### src/rtl/core_pkg.sv
// Shared definitions for the 16-bit RISC-V core pipeline.
// Covers datapath widths, ALU opcodes, and the EX control bundle.
package core_pkg;

    localparam int unsigned WORD_SIZE    = 16;
    localparam int unsigned ADDR_WIDTH   = 4;
    localparam int unsigned ALU_OP_WIDTH = 4;

    localparam logic [ADDR_WIDTH-1:0] ZERO_REG = '0;

    localparam logic [ALU_OP_WIDTH-1:0] ALU_ADD  = 4'h0;
    localparam logic [ALU_OP_WIDTH-1:0] ALU_SUB  = 4'h1;
    localparam logic [ALU_OP_WIDTH-1:0] ALU_AND  = 4'h2;
    localparam logic [ALU_OP_WIDTH-1:0] ALU_OR   = 4'h3;
    localparam logic [ALU_OP_WIDTH-1:0] ALU_XOR  = 4'h4;
    localparam logic [ALU_OP_WIDTH-1:0] ALU_SLL  = 4'h5;
    localparam logic [ALU_OP_WIDTH-1:0] ALU_SRL  = 4'h6;
    localparam logic [ALU_OP_WIDTH-1:0] ALU_SRA  = 4'h7;
    localparam logic [ALU_OP_WIDTH-1:0] ALU_SLT  = 4'h8;
    localparam logic [ALU_OP_WIDTH-1:0] ALU_SLTU = 4'h9;

    typedef struct packed {
        logic we;
        logic mem_read;
        logic mem_write;
    } ctrl_t;

    localparam ctrl_t CTRL_BUBBLE = '{we: 1'b0, mem_read: 1'b0, mem_write: 1'b0};

endpackage

### src/rtl/operand_forward.sv
// Selects one EX operand from MEM, WB or the registered value.
// MEM wins over WB because it holds the newer producer.
module operand_forward
    import core_pkg::*;
#(
    parameter int unsigned WordSize  = WORD_SIZE,
    parameter int unsigned AddrWidth = ADDR_WIDTH
) (
    input  logic [AddrWidth-1:0] rs_addr_i,
    input  logic [WordSize-1:0]  reg_val_i,
    input  logic                 mem_valid_i,
    input  logic                 mem_we_i,
    input  logic [AddrWidth-1:0] mem_rd_addr_i,
    input  logic [WordSize-1:0]  mem_result_i,
    input  logic                 wb_we_i,
    input  logic [AddrWidth-1:0] wb_rd_addr_i,
    input  logic [WordSize-1:0]  wb_data_i,
    output logic [WordSize-1:0]  fwd_val_o
);

    always_comb begin
        fwd_val_o = reg_val_i;
        if (rs_addr_i == ZERO_REG) begin
            fwd_val_o = '0;
        end else if (mem_valid_i && mem_we_i && (mem_rd_addr_i == rs_addr_i)) begin
            fwd_val_o = mem_result_i;
        end else if (wb_we_i && (wb_rd_addr_i == rs_addr_i)) begin
            fwd_val_o = wb_data_i;
        end
    end

endmodule

### src/rtl/id_ex_stage.sv
// ID/EX pipeline register with load-use stall, flush, hold and MEM/WB operand forwarding.
// Distance-3 forwarding (WB to ID) is handled inside the register bank, not here.
module id_ex_stage
    import core_pkg::*;
#(
    parameter int unsigned WordSize   = WORD_SIZE,
    parameter int unsigned AddrWidth  = ADDR_WIDTH,
    parameter int unsigned AluOpWidth = ALU_OP_WIDTH
) (
    input  logic                  clk,
    input  logic                  rst,
    input  logic                  id_valid_i,
    input  logic [AddrWidth-1:0]  id_rs1_addr_i,
    input  logic [AddrWidth-1:0]  id_rs2_addr_i,
    input  logic [AddrWidth-1:0]  id_rd_addr_i,
    input  logic [WordSize-1:0]   id_rs1_data_i,
    input  logic [WordSize-1:0]   id_rs2_data_i,
    input  logic [WordSize-1:0]   id_imm_i,
    input  logic [AluOpWidth-1:0] id_alu_op_i,
    input  logic                  id_we_i,
    input  logic                  id_mem_read_i,
    input  logic                  id_mem_write_i,
    input  logic                  flush_i,
    input  logic                  ex_hold_i,
    input  logic                  mem_valid_i,
    input  logic                  mem_we_i,
    input  logic [AddrWidth-1:0]  mem_rd_addr_i,
    input  logic [WordSize-1:0]   mem_result_i,
    input  logic                  wb_we_i,
    input  logic [AddrWidth-1:0]  wb_rd_addr_i,
    input  logic [WordSize-1:0]   wb_data_i,
    output logic                  stall_id_o,
    output logic                  ex_valid_o,
    output logic [AddrWidth-1:0]  ex_rd_addr_o,
    output logic [WordSize-1:0]   ex_op_a_o,
    output logic [WordSize-1:0]   ex_op_b_o,
    output logic [WordSize-1:0]   ex_imm_o,
    output logic [AluOpWidth-1:0] ex_alu_op_o,
    output logic                  ex_we_o,
    output logic                  ex_mem_read_o,
    output logic                  ex_mem_write_o
);

    logic                  valid_q, valid_d;
    logic [AddrWidth-1:0]  rs1_q, rs1_d;
    logic [AddrWidth-1:0]  rs2_q, rs2_d;
    logic [AddrWidth-1:0]  rd_q, rd_d;
    logic [WordSize-1:0]   op_a_q, op_a_d;
    logic [WordSize-1:0]   op_b_q, op_b_d;
    logic [WordSize-1:0]   imm_q, imm_d;
    logic [AluOpWidth-1:0] alu_op_q, alu_op_d;
    ctrl_t                 ctrl_q, ctrl_d;

    logic load_use;

    operand_forward #(
        .WordSize  (WordSize),
        .AddrWidth (AddrWidth)
    ) u_fwd_a (
        .rs_addr_i     (rs1_q),
        .reg_val_i     (op_a_q),
        .mem_valid_i   (mem_valid_i),
        .mem_we_i      (mem_we_i),
        .mem_rd_addr_i (mem_rd_addr_i),
        .mem_result_i  (mem_result_i),
        .wb_we_i       (wb_we_i),
        .wb_rd_addr_i  (wb_rd_addr_i),
        .wb_data_i     (wb_data_i),
        .fwd_val_o     (ex_op_a_o)
    );

    operand_forward #(
        .WordSize  (WordSize),
        .AddrWidth (AddrWidth)
    ) u_fwd_b (
        .rs_addr_i     (rs2_q),
        .reg_val_i     (op_b_q),
        .mem_valid_i   (mem_valid_i),
        .mem_we_i      (mem_we_i),
        .mem_rd_addr_i (mem_rd_addr_i),
        .mem_result_i  (mem_result_i),
        .wb_we_i       (wb_we_i),
        .wb_rd_addr_i  (wb_rd_addr_i),
        .wb_data_i     (wb_data_i),
        .fwd_val_o     (ex_op_b_o)
    );

    assign load_use = valid_q && ctrl_q.mem_read && (rd_q != ZERO_REG) && id_valid_i &&
                      ((rd_q == id_rs1_addr_i) || (rd_q == id_rs2_addr_i));

    assign stall_id_o = !rst && !flush_i && (ex_hold_i || load_use);

    always_comb begin
        valid_d  = valid_q;
        rs1_d    = rs1_q;
        rs2_d    = rs2_q;
        rd_d     = rd_q;
        op_a_d   = op_a_q;
        op_b_d   = op_b_q;
        imm_d    = imm_q;
        alu_op_d = alu_op_q;
        ctrl_d   = ctrl_q;
        if (flush_i || (!ex_hold_i && load_use)) begin
            valid_d = 1'b0;
            ctrl_d  = CTRL_BUBBLE;
        end else if (ex_hold_i) begin
            // Re-latch forwarded operands so a producer retiring during the hold is kept.
            op_a_d = ex_op_a_o;
            op_b_d = ex_op_b_o;
        end else begin
            valid_d  = id_valid_i;
            rs1_d    = id_rs1_addr_i;
            rs2_d    = id_rs2_addr_i;
            rd_d     = id_rd_addr_i;
            op_a_d   = id_rs1_data_i;
            op_b_d   = id_rs2_data_i;
            imm_d    = id_imm_i;
            alu_op_d = id_alu_op_i;
            ctrl_d   = '{we: id_we_i, mem_read: id_mem_read_i, mem_write: id_mem_write_i};
        end
    end

    always_ff @(posedge clk) begin
        if (rst) begin
            valid_q  <= 1'b0;
            rs1_q    <= '0;
            rs2_q    <= '0;
            rd_q     <= '0;
            op_a_q   <= '0;
            op_b_q   <= '0;
            imm_q    <= '0;
            alu_op_q <= '0;
            ctrl_q   <= CTRL_BUBBLE;
        end else begin
            valid_q  <= valid_d;
            rs1_q    <= rs1_d;
            rs2_q    <= rs2_d;
            rd_q     <= rd_d;
            op_a_q   <= op_a_d;
            op_b_q   <= op_b_d;
            imm_q    <= imm_d;
            alu_op_q <= alu_op_d;
            ctrl_q   <= ctrl_d;
        end
    end

    assign ex_valid_o     = valid_q;
    assign ex_rd_addr_o   = rd_q;
    assign ex_imm_o       = imm_q;
    assign ex_alu_op_o    = alu_op_q;
    assign ex_we_o        = valid_q & ctrl_q.we;
    assign ex_mem_read_o  = valid_q & ctrl_q.mem_read;
    assign ex_mem_write_o = valid_q & ctrl_q.mem_write;

endmodule
### config.mk
export PLATFORM = sky130hd
export DESIGN_NAME = id_ex_stage
export DESIGN_NICKNAME = d
export VERILOG_FILES = /design/src/rtl/core_pkg.sv /design/src/rtl/operand_forward.sv /design/src/rtl/id_ex_stage.sv
export SDC_FILE = /design/constraint.sdc
export NUM_CORES = 1
export LEC_CHECK = 0
export ABC_AREA = 1
export CAP_MARGIN = 10
export CORE_ASPECT_RATIO = 1.75
export CORE_MARGIN = 10
export CORE_UTILIZATION = 42
export CTS_CLUSTER_DIAMETER = 30
export DETAILED_ROUTE_END_ITERATION = 16
export PLACE_DENSITY_LB_ADDON = 0.1
export SYNTH_ARGS = -nofsm -noshare
export SYNTH_HDL_FRONTEND = slang
export SYNTH_HIERARCHICAL = 1
export SYNTH_SLANG_ARGS = --single-unit
export TNS_END_PERCENT = 100
### constraint.sdc
create_clock -name clk -period 1.6 [get_ports clk]
set_clock_uncertainty 0.15 [all_clocks]
set_input_delay 0.16 -clock clk [delete_from_list [all_inputs] [get_ports clk]]
set_output_delay 0.16 -clock clk [all_outputs]
set_load 0.1 [all_outputs]
==> reports/qor.yml <==
synth:
  synthTopCellsByCount: "nand2_1 (386), inv_1 (151), nor2_1 (135), dfxtp_1 (68), nand4_1 (34)"
  yosysMostFrequentCell: "nand2_1"
  synth_nets: 1043
  async_flop_share_pct: 0
  synth_cell_types: 24
  avgSynthCellArea_um2: 5.63
  synth_top_area_share_pct: 27.7
  synth.area.top_cells: "nand2_1 (28%), dfxtp_1 (26%), inv_1 (11%)"
  ys_seq_area_share_pct: 26.1
  yosysTopAreaCell: "nand2_1"
  ys_seq_elements: 68
  yosys_warnings: 6
  netlist_instances: 928
  synthFlopType: "dfxtp_1"
  syn_area_mm2: 0.00522
  synth-edff-count: 0
floorplanning:
  fp.coreArea_mm2: 0.0121
  dieArea_mm2: 0.0175
  io_pins: 176
  initial_utilization_pct: 43.3
  die_x_um: 104
  die_height_um: 168
  num_rows: 53
clock_network:
  cts_buffer_depth: 2
  cts_buffers: 9
  clk_latency_ps: 340
  h-tree-depth: 3
  cts_hold_buf: 0
  cts.clk_slew.worst_paths_ps: 70
  tritoncts: "yes"
  root_buffer: "clkbuf_16"
  clock_sinks: 68
setup_path:
  critPathMaxFanout: 8
  critPathKind: "flop to output pin"
  crit_chain: "inv_4 > nand2_4 > nand2_4 > nor2_8 > buf_12 > nand4_1 > nand3_2 > nand2_2 > clkinvlp_4 > buf_12"
  end_kind: "output pin"
  path_buf_inv: 4
  required_ps: 1290
  r2r-start: "rs2_q[0]"
  start_kind: "flop"
  startpoint: "rs1_q[3]"
  cp.arrival_ps: 2140
  crit_path_top_delay_cell: "dfxtp_2"
  slowest_delay_ps: 360
  cp_top_family: "simple AND/OR/NAND/NOR gates"
global_routing:
  antenna_found_initial: 1
  gr-total-overflow: 0
  grt_pass1_vias: 7029
  grt_max_degree: 37
  grtUsageTotal_pct: 25.8
  grt_pass1_wl_mm: 36.5
timing:
  whs_ps: -5.33
  tightest_slew_ps: 502
  drv_slew: 0
  period_minus_slack_ps: 2450
  relSlewSlack_pct: 66.5
  fin_crit_sh_pct: 153
  fin_ws_ps: -845
  rsz0062_at_grt: "yes"
  timing.fmax_ghz: 0.409
  setup_viol: 99
  finalHoldViolCount: 1
route:
  drt_first_pass_iters: 7
  top_layer: "met4"
  detail_route.wl_per_cell_um: 19.3
  vias: 7129
  met3_wirelength_mm: 2.47
  viasPerCell: 5.28
  drtIter0Drc: 451
  wl_met1_mm: 8.09
  met2WireLength_mm: 13.5
  drt_wl_total_mm: 26.0
  drc: 0
  ant_nets: 0
placement:
  place_congestion: 0.879
  port_buffers: 175
  dp_hpwl_mm: 14.9
outcome:
  violations: "negative hold slack, negative setup slack"
  status: "finished, violations left"
hold_path:
  hold_start: "id_rs1_addr_i[0]"
  min_path_type: "input pin to flop"
pwr:
  power_uw: 7730
  p_per_area_mw_per_mm2: 762
  peakVddDrop_mv: 0.639
  power.leakage_uw: 0.00490
final_layout:
  nets: 1293
  final_layout_size_suffix_gt1_share_pct: 38.3
  syn_to_final_growth_pct: 94.2
run:
  cap_violations: 0
## metrics by stage
step | instances | setup WS [ps] | util (%) | setup TNS [ps] | area (um^2)
after floorplan | 928 | -758 | - | -29900 | 5440
after global placement | 1270 | -705 | 68.1 | -52360 | 8220
after detailed placement | 1270 | -712 | 68.1 | -54280 | 8220
after CTS | 1333 | -575 | 78.8 | -30610 | 9510
after global routing | 1349 | -895 | 84.1 | -52590 | 10100
final | 1349 | -845 | 84.1 | -44060 | 10100
## state kept, by name, summed over array words and instances, names as in the netlist
signal and cells:
ex_rd_addr_o 4, rs1_q 4, ex_valid_o 1, rs2_q 4, ex_imm_o 16, ctrl_q 3
op_a_q 16, ex_alu_op_o 4, op_b_q 16
## timing repair
item                       in CTS  in global routing
setup endpoints to repair      97                101
pin swaps                      35                 76
cloned                         15                  2
buffers inserted               32                 19
resized for setup             123                164
## routing by layer
layer / vias up / GRT usage (%)
met1: 3237 / 24.8
li1: 3274 / -
met3: 169 / 7.34
met2: 449 / 47.1
met4: 0 / 15.7
met5: - / 0
## cell usage in the layout, fill, tap and decap left out, drive strengths merged
cell type and n:
diode 1, dlymetal6s2s 8, nand3b 32, nand4 34
dfxtp 68, dlygate4sd2 6, bufinv 1, clkinvlp 33
o21ai 2, buf 160, a211oi 1, clkbuf 11
nand3 41, a21oi 4, clkinv 2, inv 133
xor2 2, nand2 396, nor2 146, a31oi 1
o21bai 2, clkdlybuf4s50 100
## cell families after synthesis
logic type | Yosys count | synth area share, %
AO/OA/AOI/OAI | 10 | 1.53
XOR/XNOR | 2 | 0.335
buffers and inverters | 205 | 17.2
flip-flops | 68 | 26.1
AND/OR/NAND/NOR | 643 | 54.9
## worst min-delay path, cell delays in order
cell	delay (ps)
dlymetal6s2s_1	150
nor2_1	70
nor2_1	80
## final timing paths
path	to	slack, ps	depth (start not counted)
min	rs1_q[0]	-5	3
max	ex_op_a_o[2]	-850	10
min reg2reg	ctrl_q[2]	330	2
max reg2reg	op_b_q[3]	-630	15
## final cells by class
cell class                 count  area, um^2
multi-input combinational    661        3790
timing repair buffer         276        3680
fill                         705        1920
sequential                    68        1400
inverter                     162         756
clock buffer                   9         225
tap                          165         206
clock inverter                 7        81.3
antenna                        1        2.50
## power breakdown
part / internal, uW / switching, uW
Clock: 1230 / 881
Combinational: 1490 / 2210
Sequential: 1810 / 113
Total: 4530 / 3200
(Power assumes the default switching activity.)
==> RTL change 1, RTL diff (same settings) <==
`rs2_q` no longer has a reset.
--- a/src/rtl/id_ex_stage.sv
+++ b/src/rtl/id_ex_stage.sv
@@ -126,3 +126,2 @@
             rs1_q    <= '0;
-            rs2_q    <= '0;
             rd_q     <= '0;
@@ -136,3 +135,2 @@
             rs1_q    <= rs1_d;
-            rs2_q    <= rs2_d;
             rd_q     <= rd_d;
@@ -144,2 +142,6 @@
         end
+    end
+
+    always_ff @(posedge clk) begin
+        rs2_q <= rs2_d;
     end
Behaviour: not the same (a bounded check fails within 4 cycles, from zero or initial values and one cycle with rst high).
==> RTL change 1 against the unedited design <==
- highest routed layer unchanged
- area after synthesis down 0.86%
- count of clock-buffer cells in the layout grew 3
- largest power group unchanged
- sequential share of layout area increased by 1.0 points
- sequential cell count unchanged
- final cell count down 2.1%
- setup slack improved by 160 ps
- global-route usage shrank 2.8 points
- wire length down 18%
- final area shrank 4.8%
- register-to-register slack better by 180 ps
- the flow finishes with violations (setup timing)
- power shrank 2.1%
==> RTL change 1: results <==
export IMPL_path_max_fanout=5
export IMPL_syn_nets=1023
export IMPL_synth_common_cells="nand2_1 (377), inv_1 (147), nor2_1 (127)"
export IMPL_synth_area_leaders="nand2_1 (27%), dfxtp_1 (25%), inv_1 (11%)"
export IMPL_setup_tns_ps=-39510
export IMPL_violations="setup timing"
export IMPL_drt_iter0_markers=325
export IMPL_postPlaceCellArea_sq_um=8212
export IMPL_setup_ws_ps=-688.5
export IMPL_ff2ff_path_depth=14
export IMPL_peakVddDrop_v=0.0005437
export IMPL_power_density_nw_per_um2=783.7
export IMPL_hpwl_mm=14.51
export IMPL_arrival_ps=1980
export IMPL_grt_total_usage=0.2304
export IMPL_rrSetupSlack_ps=-450
export IMPL_pre_cts_slack_ps=-683.9
export IMPL_gp_congestion=0.9241
export IMPL_timing_rr_start="rs1_q[1]"
export IMPL_cellLeakagePower_nw=4.691
export IMPL_worstReg2RegEnd="op_a_q[2]"
export IMPL_status="finished with violations"
export IMPL_synth_xor_area_share=0.003383
export IMPL_setup_viol=97
export IMPL_p_clk_mw=2.23
export IMPL_synth_edf_count=4
export IMPL_worst_pin_slew_ps=491.9
export IMPL_final_nets=1266
export IMPL_crit_family="buffers and inverters"
export IMPL_wl_per_cell_microns=16.22
export IMPL_avgViaCountPerCell=4.899
export IMPL_critical_path_startpoint="rs1_q[1]"
export IMPL_antenna_cells=0
export IMPL_ys_seq_area_frac=0.2707
export IMPL_cts_setup_buffers=20
-- RTL change 1: cell types whose count changed in the layout (fill, tap and decap cells not counted), sizes merged, moves of 4 or more --
cell / before / now
nor2: 146 / 135
nand2: 396 / 388
buf: 160 / 154
inv: 133 / 128
clkdlybuf4s50: 100 / 104
dfxtp: 68 / 64
dlymetal6s2s: 8 / 4
edfxtp: 0 / 4
-- RTL change 1: cell type report --
cell class                      count  area (sq um)
Clock buffer                       12         277.8
Clock inverter                      4         52.55
Fill cell                         854          2415
Inverter                          159         744.5
Multi-Input combinational cell    642          3520
Sequential cell                    68          1434
Tap cell                          165         206.4
Timing Repair Buffer              271          3420
-- RTL change 1: worst min path at each step --
stage	start	slack (ps)	end	cells past startpoint
finish	id_rs2_addr_i[0]	50	rs2_q[0]	2
floorplan	id_rs2_addr_i[0]	110	rs2_q[0]	0
detailed placement	ctrl_q[0]	300	ctrl_q[0]	2
CTS	id_rs1_addr_i[2]	190	rs1_q[2]	4
global placement	ctrl_q[0]	290	ctrl_q[0]	2
global route	id_rs2_addr_i[0]	60	rs2_q[0]	2
-- RTL change 1: cell families after synthesis --
group                  Yosys count
AO/OA/AOI/OAI                   10
XOR/XNOR                         2
buffers and inverters          201
flip-flops                      68
AND/OR/NAND/NOR                627
-- RTL change 1: worst reg2reg max path, stage by stage (launching register included) --
cell	delay, ps
dfxtp_2	330
buf_6	120
nand2_4	50
nand2_4	60
nor2_4	230
nand3_4	230
nand2_2	130
nand3_2	70
nand2_2	110
clkinvlp_4	120
buf_6	120
nand2_2	40
nand2_1	60
nor2_1	100
nor2_1	40
-- RTL change 1: layer usage --
metal	wire, microns	vias to the layer above	global-route usage
li1	-	3198	-
met1	7019	2960	0.2182
met2	11870	255	0.4477
met3	1606	59	0.06376
met4	929	0	0.09483
met5	0	-	0
==> RTL change 2, RTL diff (same settings) <==
Without the edit above. The package constant `ZERO_REG` goes from '0 to 1.
--- a/src/rtl/core_pkg.sv
+++ b/src/rtl/core_pkg.sv
@@ -8,3 +8,3 @@
 
-    localparam logic [ADDR_WIDTH-1:0] ZERO_REG = '0;
+    localparam logic [ADDR_WIDTH-1:0] ZERO_REG = 1;
 
Formal check against the unedited RTL: not equivalent (a bounded check fails within 4 cycles, from zero or initial values and one cycle with rst high).
==> RTL change 2 against the unedited design <==
- largest cell class unchanged
- wire length is 15% lower
- highest routed layer unchanged
- largest power group unchanged
- the run still ends with hold timing, setup timing left
- power is 2.4% lower
- first-iteration DRC count is 43% lower
- non-clock buffer count is 7 lower
- final area is 2.3% lower
- final cell count is 0.59% lower
- synthesized cell count stayed put
- area after synthesis is 0.41% higher
- fmax is 8.6% higher
- setup slack better by 190 ps
- sequential cell count stayed put
==> RTL change 2: results <==
export IMPL_postPlaceCellArea_sq_um=8406
export IMPL_setup_viol=97
export IMPL_hpwl_mm=14.98
export IMPL_drt_pre_antenna_iters=5
export IMPL_grt_start_max_net_pins=37
export IMPL_status="finished with violations"
export IMPL_hold_ws_ps=-22.44
export IMPL_synth_common_cells="nand2_1 (388), inv_1 (154), nor2_1 (135)"
export IMPL_min_delay_start="id_rs2_addr_i[1]"
export IMPL_vias=6548
export IMPL_setup_ws_ps=-651.5
export IMPL_synth_most_common_cell="nand2_1"
export IMPL_timing_rr_start="rs1_q[1]"
export IMPL_arrival_ps=1940
export IMPL_max_stage_delay_ps=340
export IMPL_drt_iter0_markers=259
export IMPL_rrSetupSlack_ps=-450
export IMPL_pre_cts_slack_ps=-689.4
export IMPL_violations="hold timing, setup timing"
export IMPL_grt_pass1_wl_mm=32.90
export IMPL_path_max_fanout=6
export IMPL_worstReg2RegEnd="op_a_q[9]"
export IMPL_drive_gt1_frac=0.3831
export IMPL_hp_class="in -> reg"
export IMPL_wl_mm=22.02
export IMPL_worst_pin_slew_ps=453.4
export IMPL_worstHoldEndpoint="rs2_q[1]"
export IMPL_grt_total_usage=0.2332
export IMPL_hold_viol_final=2
export IMPL_cellLeakagePower_nw=4.740
export IMPL_first_global_vias=6408
export IMPL_synth_area_leaders="nand2_1 (28%), dfxtp_1 (26%), inv_1 (11%)"
export IMPL_final_nets=1282
export IMPL_ys_seq_area_frac=0.2596
export IMPL_peakVddDrop_v=0.0006131
export IMPL_gp_congestion=0.9106
-- RTL change 2: cell types whose count changed in the layout (fill, tap and decap cells not counted), moves of 4 or more --
cell             change
nand2_1              +6
nand3_4              -6
dlygate4sd2_1        -4
dlymetal6s2s_1       -5
buf_12               -8
clkdlybuf4s50_1      +9
nand3_2             +15
nor2_8               -4
nand2_2              -6
nand3_1             -11
inv_2                +4
-- RTL change 2: cells by family (layout without fill, tap and decap cells) --
kind of cell / Yosys count / after routing / synth area share
flops: 68 / 68 / 0.2596
simple gates: 643 / 645 / 0.5531
buf+inv: 205 / 447 / 0.1728
other cells: 0 / 1 / 0
compound gates: 10 / 10 / 0.01122
xor+xnor: 2 / 2 / 0.003341
-- RTL change 2: report_power, final --
| part | total, mW | leakage [nW] | switching, mW | internal [mW] |
|---|---|---|---|---|
| combinational | 3.61 | 4.02 | 2.13 | 1.47 |
| clock | 2.01 | 0.148 | 0.852 | 1.16 |
| sequential | 1.93 | 0.570 | 0.119 | 1.81 |
| total | 7.54 | 4.74 | 3.11 | 4.44 |
-- RTL change 2: area by class of cell --
class | count | area, sq um
timing repair buffer | 269 | 3532
sequential | 68 | 1399
clock buffer | 10 | 250.2
fill | 868 | 2452
tap | 168 | 210.2
clock inverter | 6 | 45.04
inverter | 162 | 753.2
multi-input combinational | 657 | 3720
antenna | 1 | 2.502
-- RTL change 2: worst max-delay path by stage --
stage / from / end / slack, ps / cells past startpoint
2_1_floorplan: ex_valid_o / stall_id_o / -780 / 6
3_3_place_gp: wb_rd_addr_i[2] / op_a_q[11] / -670 / 14
3_5_place_dp: wb_rd_addr_i[2] / op_a_q[13] / -690 / 14
4_1_cts: mem_valid_i / ex_op_a_o[8] / -580 / 12
5_1_grt: mem_rd_addr_i[2] / ex_op_b_o[15] / -750 / 10
6_report: rs1_q[1] / ex_op_a_o[12] / -650 / 11
-- RTL change 2: through the flow --
stage	TNS (ps)	hold slack [ps]	util	power, mW	std cells
after floorplan	-33780	143.3	-	3.853	928
final	-37490	-22.44	0.8017	7.544	1341
after global placement	-52070	293.1	0.6798	5.101	1285
after CTS	-29990	214.6	0.7579	7.372	1328
after global routing	-47940	-0.4161	0.8017	7.874	1341
after detailed placement	-54030	297.5	0.6798	5.129	1285
-- RTL change 2: timing repair --
action | CTS | global route
gates resized for setup | 90 | 134
setup endpoints to repair | 97 | 101
setup buffers | 18 | 14
pin swaps | 23 | 57
gates cloned | 9 | 4
-- RTL change 2: routing by layer --
metal  GRT usage  vias up  wire length, microns
li1            -     3232                     -
met1      0.2246     2970                  7272
met2      0.4314      273                 11910
met3     0.06766       73                  1706
met4      0.1289        0                  1136
met5           0        -                     0
-- RTL change 2: critical path, delay by kind of cell, from the launching register on --
kind                   cells  cell delay, ps
and+or+nand+nor            7             670
DFF                        1             340
buffers and inverters      4             580
